**src/rtl/lcd_write_arbiter_pkg.sv**
```systemverilog
// Shared definitions for the LCD write arbiter: FSM encoding, default widths and timing.
package lcd_write_arbiter_pkg;

  typedef enum logic [1:0] {
    ST_IDLE = 2'd0,
    ST_SEND = 2'd1,
    ST_GAP  = 2'd2,
    ST_HOLD = 2'd3
  } lcd_state_t;

  localparam int unsigned DEF_DATA_W     = 8;
  localparam int unsigned DEF_GAP_CYCLES = 2000;

  function automatic logic [1:0] owner_onehot(input logic owner);
    return owner ? 2'b10 : 2'b01;
  endfunction

endpackage

```
**src/rtl/lcd_req_fifo.sv**
```systemverilog
// Small synchronous FIFO holding {last,data} entries for one requester.
module lcd_req_fifo #(
  parameter int unsigned W     = 9,
  parameter int unsigned DEPTH = 4
) (
  input  logic         clock,
  input  logic         resetn,
  input  logic         push,
  input  logic [W-1:0] din,
  input  logic         pop,
  output logic         full,
  output logic         empty,
  output logic [W-1:0] head
);

  localparam int unsigned AW = $clog2(DEPTH);

  logic [W-1:0] r_mem [DEPTH];
  logic [AW:0]  r_wptr;
  logic [AW:0]  r_rptr;
  logic         w_do_push;
  logic         w_do_pop;

  // Extra pointer bit distinguishes full from empty when the indices match.
  assign empty     = (r_wptr == r_rptr);
  assign full      = (r_wptr[AW] != r_rptr[AW]) && (r_wptr[AW-1:0] == r_rptr[AW-1:0]);
  assign w_do_push = push & ~full;
  assign w_do_pop  = pop & ~empty;
  assign head      = r_mem[r_rptr[AW-1:0]];

  always_ff @(posedge clock or negedge resetn) begin
    if (!resetn) begin
      r_wptr <= '0;
      r_rptr <= '0;
    end else begin
      if (w_do_push) r_wptr <= r_wptr + (AW+1)'(1);
      if (w_do_pop)  r_rptr <= r_rptr + (AW+1)'(1);
    end
  end

  always_ff @(posedge clock) begin
    if (w_do_push) r_mem[r_wptr[AW-1:0]] <= din;
  end

endmodule

```
**src/rtl/lcd_write_arbiter.sv**
```systemverilog
// Round-robin, message-locked arbiter sharing the LCD character-write port between two
// requesters, with enforced spacing between write strobes and a lock timeout.
module lcd_write_arbiter
  import lcd_write_arbiter_pkg::*;
#(
  parameter int unsigned DATA_W       = DEF_DATA_W,
  parameter int unsigned FIFO_DEPTH   = 4,
  parameter int unsigned GAP_CYCLES   = DEF_GAP_CYCLES,
  parameter int unsigned LOCK_TIMEOUT = 65535,
  parameter int unsigned CNT_W        = 16
) (
  input  logic              clock,
  input  logic              resetn,
  input  logic              req0_valid,
  input  logic [DATA_W-1:0] req0_data,
  input  logic              req0_last,
  output logic              req0_ready,
  input  logic              req1_valid,
  input  logic [DATA_W-1:0] req1_data,
  input  logic              req1_last,
  output logic              req1_ready,
  output logic              lcd_write_en,
  output logic [DATA_W-1:0] lcd_write_data,
  output logic [1:0]        grant,
  output logic              lock_err,
  output lcd_state_t        dbg_state
);

  localparam logic [CNT_W-1:0] GAP_LOAD  = CNT_W'(GAP_CYCLES - 2);
  localparam logic [CNT_W-1:0] HOLD_LOAD = CNT_W'(LOCK_TIMEOUT - 1);

  logic              w_full0, w_empty0, w_full1, w_empty1;
  logic [DATA_W:0]   w_head0, w_head1, w_head;
  logic              w_pop0, w_pop1;
  logic              w_owner_empty, w_any, w_sel;

  lcd_state_t        r_state, w_state_nxt;
  logic              r_owner, w_owner_nxt;
  logic [1:0]        r_grant, w_grant_nxt;
  logic [CNT_W-1:0]  r_cnt, w_cnt_nxt;
  logic              r_lock, w_lock_nxt;
  logic              r_last_served, w_last_nxt;
  logic              r_lock_err, w_err_nxt;
  logic              r_wen, w_wen_nxt;
  logic [DATA_W-1:0] r_wdata, w_wdata_nxt;

  lcd_req_fifo #(.W(DATA_W + 1), .DEPTH(FIFO_DEPTH)) u_fifo0 (
    .clock (clock), .resetn (resetn),
    .push  (req0_valid), .din ({req0_last, req0_data}), .pop (w_pop0),
    .full  (w_full0), .empty (w_empty0), .head (w_head0)
  );

  lcd_req_fifo #(.W(DATA_W + 1), .DEPTH(FIFO_DEPTH)) u_fifo1 (
    .clock (clock), .resetn (resetn),
    .push  (req1_valid), .din ({req1_last, req1_data}), .pop (w_pop1),
    .full  (w_full1), .empty (w_empty1), .head (w_head1)
  );

  assign w_head        = r_owner ? w_head1 : w_head0;
  assign w_owner_empty = r_owner ? w_empty1 : w_empty0;
  assign w_any         = ~w_empty0 | ~w_empty1;
  // When both wait, the requester not served last wins.
  assign w_sel         = w_empty0 ? 1'b1 : (w_empty1 ? 1'b0 : ~r_last_served);

  always_comb begin
    w_state_nxt = r_state;
    w_owner_nxt = r_owner;
    w_grant_nxt = r_grant;
    w_cnt_nxt   = r_cnt;
    w_lock_nxt  = r_lock;
    w_last_nxt  = r_last_served;
    w_err_nxt   = r_lock_err;
    w_wen_nxt   = 1'b0;
    w_wdata_nxt = r_wdata;
    w_pop0      = 1'b0;
    w_pop1      = 1'b0;
    case (r_state)
      ST_IDLE: begin
        if (w_any) begin
          w_owner_nxt = w_sel;
          w_grant_nxt = owner_onehot(w_sel);
          w_state_nxt = ST_SEND;
        end
      end
      ST_SEND: begin
        w_pop0      = ~r_owner;
        w_pop1      = r_owner;
        w_wen_nxt   = 1'b1;
        w_wdata_nxt = w_head[DATA_W-1:0];
        w_lock_nxt  = ~w_head[DATA_W];
        if (w_head[DATA_W]) w_last_nxt = r_owner;
        w_cnt_nxt   = GAP_LOAD;
        w_state_nxt = ST_GAP;
      end
      ST_GAP: begin
        if (r_cnt != '0) begin
          w_cnt_nxt = r_cnt - CNT_W'(1);
        end else if (!r_lock) begin
          // Re-arbitrate immediately so waiting data keeps the exact strobe spacing.
          if (w_any) begin
            w_owner_nxt = w_sel;
            w_grant_nxt = owner_onehot(w_sel);
            w_state_nxt = ST_SEND;
          end else begin
            w_grant_nxt = 2'b00;
            w_state_nxt = ST_IDLE;
          end
        end else if (!w_owner_empty) begin
          w_state_nxt = ST_SEND;
        end else begin
          w_cnt_nxt   = HOLD_LOAD;
          w_state_nxt = ST_HOLD;
        end
      end
      ST_HOLD: begin
        if (!w_owner_empty) begin
          w_state_nxt = ST_SEND;
        end else if (r_cnt == '0) begin
          w_err_nxt   = 1'b1;
          w_last_nxt  = r_owner;
          w_lock_nxt  = 1'b0;
          w_grant_nxt = 2'b00;
          w_state_nxt = ST_IDLE;
        end else begin
          w_cnt_nxt = r_cnt - CNT_W'(1);
        end
      end
      default: w_state_nxt = ST_IDLE;
    endcase
  end

  always_ff @(posedge clock or negedge resetn) begin
    if (!resetn) begin
      r_state       <= ST_IDLE;
      r_owner       <= 1'b0;
      r_grant       <= 2'b00;
      r_cnt         <= '0;
      r_lock        <= 1'b0;
      r_last_served <= 1'b1;
      r_lock_err    <= 1'b0;
      r_wen         <= 1'b0;
      r_wdata       <= '0;
    end else begin
      r_state       <= w_state_nxt;
      r_owner       <= w_owner_nxt;
      r_grant       <= w_grant_nxt;
      r_cnt         <= w_cnt_nxt;
      r_lock        <= w_lock_nxt;
      r_last_served <= w_last_nxt;
      r_lock_err    <= w_err_nxt;
      r_wen         <= w_wen_nxt;
      r_wdata       <= w_wdata_nxt;
    end
  end

  assign req0_ready     = ~w_full0;
  assign req1_ready     = ~w_full1;
  assign lcd_write_en   = r_wen;
  assign lcd_write_data = r_wdata;
  assign grant          = r_grant;
  assign lock_err       = r_lock_err;
  assign dbg_state      = r_state;

endmodule
```
**config.mk**
```make
export PLATFORM = sky130hd
export DESIGN_NAME = lcd_write_arbiter
export DESIGN_NICKNAME = d
export VERILOG_FILES = /design/src/rtl/lcd_write_arbiter_pkg.sv /design/src/rtl/lcd_req_fifo.sv /design/src/rtl/lcd_write_arbiter.sv
export SDC_FILE = /design/constraint.sdc
export NUM_CORES = 1
export LEC_CHECK = 0
export ABC_AREA = 0
export BUFFER_PORTS_ARGS = -buffer_cell sky130_fd_sc_hd__buf_2
export CAP_MARGIN = 5
export CELL_PAD_IN_SITES_DETAIL_PLACEMENT = 1
export CELL_PAD_IN_SITES_GLOBAL_PLACEMENT = 1
export CORE_ASPECT_RATIO = 1.5
export CORE_MARGIN = 2
export CORE_UTILIZATION = 47
export CTS_BUF_LIST = sky130_fd_sc_hd__clkbuf_2
export CTS_CLUSTER_DIAMETER = 100
export DETAILED_ROUTE_END_ITERATION = 10
export PLACE_DENSITY_LB_ADDON = 0.05
export SLEW_MARGIN = 20
export SYNTH_ARGS = -nofsm -noshare
export SYNTH_HDL_FRONTEND = slang
export SYNTH_SLANG_ARGS = --single-unit
```
**constraint.sdc**
```tcl
create_clock -name clock -period 1.9 [get_ports clock]
set_clock_uncertainty 0.05 [all_clocks]
set_input_delay 0.19 -clock clock [delete_from_list [all_inputs] [get_ports clock]]
set_output_delay 0.19 -clock clock [all_outputs]
set_load 0.1 [all_outputs]
```
==> flow_summary.json <==
{
  "status": "finished with violations",
  "violations": "negative setup slack",
  "timing.slew.headroom_pct": 38.5,
  "reg2reg_setup_slack_ps": -320,
  "post_drt_wl_per_cell_um": 22.0,
  "slew_violations": 0,
  "drive_gt1_share_pct": 44.1,
  "grt_antenna_before_repair": 1,
  "synth_flop_cell": "edfxtp_1",
  "dp_cells": 645,
  "clkTransAtPathRegs_ps": 240,
  "hold_path_depth": 2,
  "grt_pass1_vias": 4604,
  "cp.buffers_inverters": 1,
  "num_vias": 4069,
  "cts_sinks": 117,
  "drt_first_pass_iters": 4,
  "avgSynthCellArea_sq_um": 13.7,
  "port_buffers": 37,
  "hold_viol": 0,
  "grt_overflow": 0,
  "synth_seq_cells": 117,
  "p_sw_share_pct": 45.1,
  "critical_path.max_fanout": 4,
  "fill_cells": 1111,
  "synthesis.nets": 421,
  "grt_pass1_wl_mm": 24.3,
  "combPwrFrac_pct": 56.8,
  "ys_async_sr_fraction_pct": 38.5,
  "worstSkewPairLatency_ps": 660,
  "arrival_ps": 2750,
  "netlist_area_sq_mm": 0.00529,
  "io_pins": 38,
  "core_area_sq_mm": 0.0110,
  "cp_slowest_cell": "or4_4",
  "final_nets": 595,
  "cp-start-kind": "flip-flop",
  "path_delay_family": "compound AO/OA/AOI/OAI gates",
  "start_util_pct": 48.1,
  "cap_violations": 0,
  "min_from": "req1_data[3]",
  "dieHeight_um": 134,
  "holdPathEnd": "u_fifo1.r_mem[1][3]",
  "grt_usage_pct": 26.6,
  "tightest_slew_ps": 920,
  "cts_max_level": 4,
  "rsz0062_at_grt": "yes",
  "tritoncts": "built",
  "power_density_mw_per_mm2": 1810,
  "grt_max_degree": 28,
  "drtIter0Drc": 137,
  "root_buffer": "clkbuf_2",
  "end_kind": "flip-flop",
  "synth_edf_count": 72,
  "fin_crit_sh_pct": 117,
  "place_congestion": 0.904,
  "finalNonFillerCells": 722,
  "areaGrowthSynthToFinish_pct": 39.5,
  "switching_power_uw": 6030,
  "worstPathCellList": "xor2_1 -> or4_4 -> buf_4 -> a211oi_2 -> o22ai_1 -> a311oi_2",
  "die_x_um": 90.6,
  "synthTopCellsByCount": "72 x edfxtp_1, 44 x dfrtp_1, 31 x nand2_1",
  "ant_nets": 0,
  "r2r_cells": 6,
  "timing.hold.ws_ps": 225,
  "synthTopCellsByArea": "edfxtp_1 41%, dfrtp_1 21%, mux4_2 7.7%",
  "ys_seq_area_share_pct": 62.2,
  "finalSetupTns_ps": -5240,
  "synth_cells": 387,
  "cts_buffer_depth": 2,
  "numCtsBuffers": 17,
  "pwr-share-seq_pct": 29.2,
  "required_ps": 2440,
  "synth_cell_types": 55,
  "internal-power_uw": 7320,
  "power_uw": 13400,
  "worstHoldPathType": "in2reg",
  "dp_hpwl_mm": 10.3,
  "max_stage_delay_ps": 600,
  "drc": 0,
  "multi_input_area_sq_mm": 0.00214,
  "regArea_sq_mm": 0.00329,
  "rr_endpoint": "r_cnt[15]",
  "finalWorstSetupSlack_ps": -316,
  "dpl_cell_area_sq_mm": 0.00638,
  "wirelength_mm": 15.9,
  "period_minus_slack_ps": 2220,
  "power_frac_clock_pct": 14.0,
  "synth_top_area_cell": "edfxtp_1",
  "viasPerCell": 5.64,
  "timing.rr.start": "u_fifo0.r_wptr[2]",
  "max_freq_ghz": 0.451,
  "yosys_warnings": 0,
  "finish.instance_area_sq_mm": 0.00738,
  "rows": 47,
  "synth.top_cell.area_share_pct": 40.9,
  "vdd_drop_max_uv": 1260,
  "crit_type": "reg2reg",
  "yosysMostFrequentCell": "edfxtp_1",
  "die_area_sq_mm": 0.0121,
  "setup_violations": 26,
  "p_leak_uw": 0.00297
}
[flip-flops by register name, summed over array words and instances (netlist names)]
register	count
u_fifo1.r_rptr	3
r_cnt	16
u_fifo0.r_wptr	3
u_fifo1.r_wptr	3
u_fifo0.r_rptr	3
u_fifo1.r_mem	36
lcd_write_en	1
r_lock	1
u_fifo0.r_mem	36
dbg_state	2
r_owner	1
lcd_write_data	8
lock_err	1
r_last_served	1
grant	2
[worst max-delay path by stage]
stage / startpoint / endpoint / slack, ps / cells past startpoint
4_1_cts: u_fifo1.r_rptr[2] / grant[0] / -250 / 6
3_3_place_gp: r_cnt[6] / r_cnt[12] / -430 / 6
3_5_place_dp: r_cnt[6] / r_cnt[12] / -470 / 6
6_report: u_fifo0.r_wptr[2] / r_cnt[15] / -320 / 6
5_1_grt: u_fifo0.r_wptr[2] / r_cnt[15] / -380 / 6
2_1_floorplan: u_fifo1.r_wptr[2] / r_last_served / -160 / 6
[what timing repair did]
| item | CTS | global route |
|---|---|---|
| pin swaps | 18 | 18 |
| setup endpoints to repair | 46 | 68 |
| hold buffers | 23 | 0 |
| setup buffers | 11 | 11 |
| gates resized for setup | 48 | 28 |
| endpoints found under the hold margin | 120 | 0 |
| cloned | 1 | 0 |
[cell usage in the layout, fill, tap and decap left out, types with 12 or more instances in the layout]
cell type	synthesis	final
edfxtp_1	72	72
dlygate4sd3_1	0	23
buf_2	5	33
buf_4	1	92
clkbuf_2	0	17
dfrtp_1	44	42
a21oi_1	16	14
nand2_1	31	28
mux4_2	18	18
inv_1	17	16
buf_6	1	12
nor2_1	21	19
[cell type report]
type                       instances  area share (%)
inverter                          18           0.932
tap                              147            2.49
clock buffer                      17            1.15
multi-input combinational        237            29.0
timing repair buffer             170            19.2
sequential                       117            44.6
clock inverter                    15            2.61
antenna                            1          0.0339
[metrics by stage]
step	utilization, %	worst slack [ps]
2_1_floorplan	-	-157
3_3_place_gp	58.1	-433
3_5_place_dp	58.1	-474
4_1_cts	65.2	-251
5_1_grt	67.2	-380
6_report	67.2	-316
[routing by layer]
metal / up-vias / GRT usage (%) / routed length [um]
li1: 1832 / - / -
met1: 2102 / 27.6 / 5430
met2: 100 / 51.6 / 9520
met3: 35 / 4.10 / 362
met4: 0 / 12.6 / 586
met5: - / 0 / 0
[kinds of logic after synthesis]
family | after synthesis | share of synthesized area [%]
fa+ha+maj | 12 | 2.84
buf+inv | 33 | 2.67
flops | 117 | 62.2
xor+xnor | 14 | 2.32
mux | 23 | 8.70
compound gates | 77 | 10.2
simple gates | 111 | 11.1
[power by group through the flow]
stage / logic (uW) / clock network (uW) / registers, uW
global route: 8020 / 2010 / 3960
floorplan: 2930 / 0 / 4870
global placement: 6230 / 0 / 3890
finish: 7590 / 1870 / 3890
CTS: 7110 / 1900 / 3870
detailed placement: 6420 / 0 / 3930
Note: power is estimated with default switching activity, not from simulation.
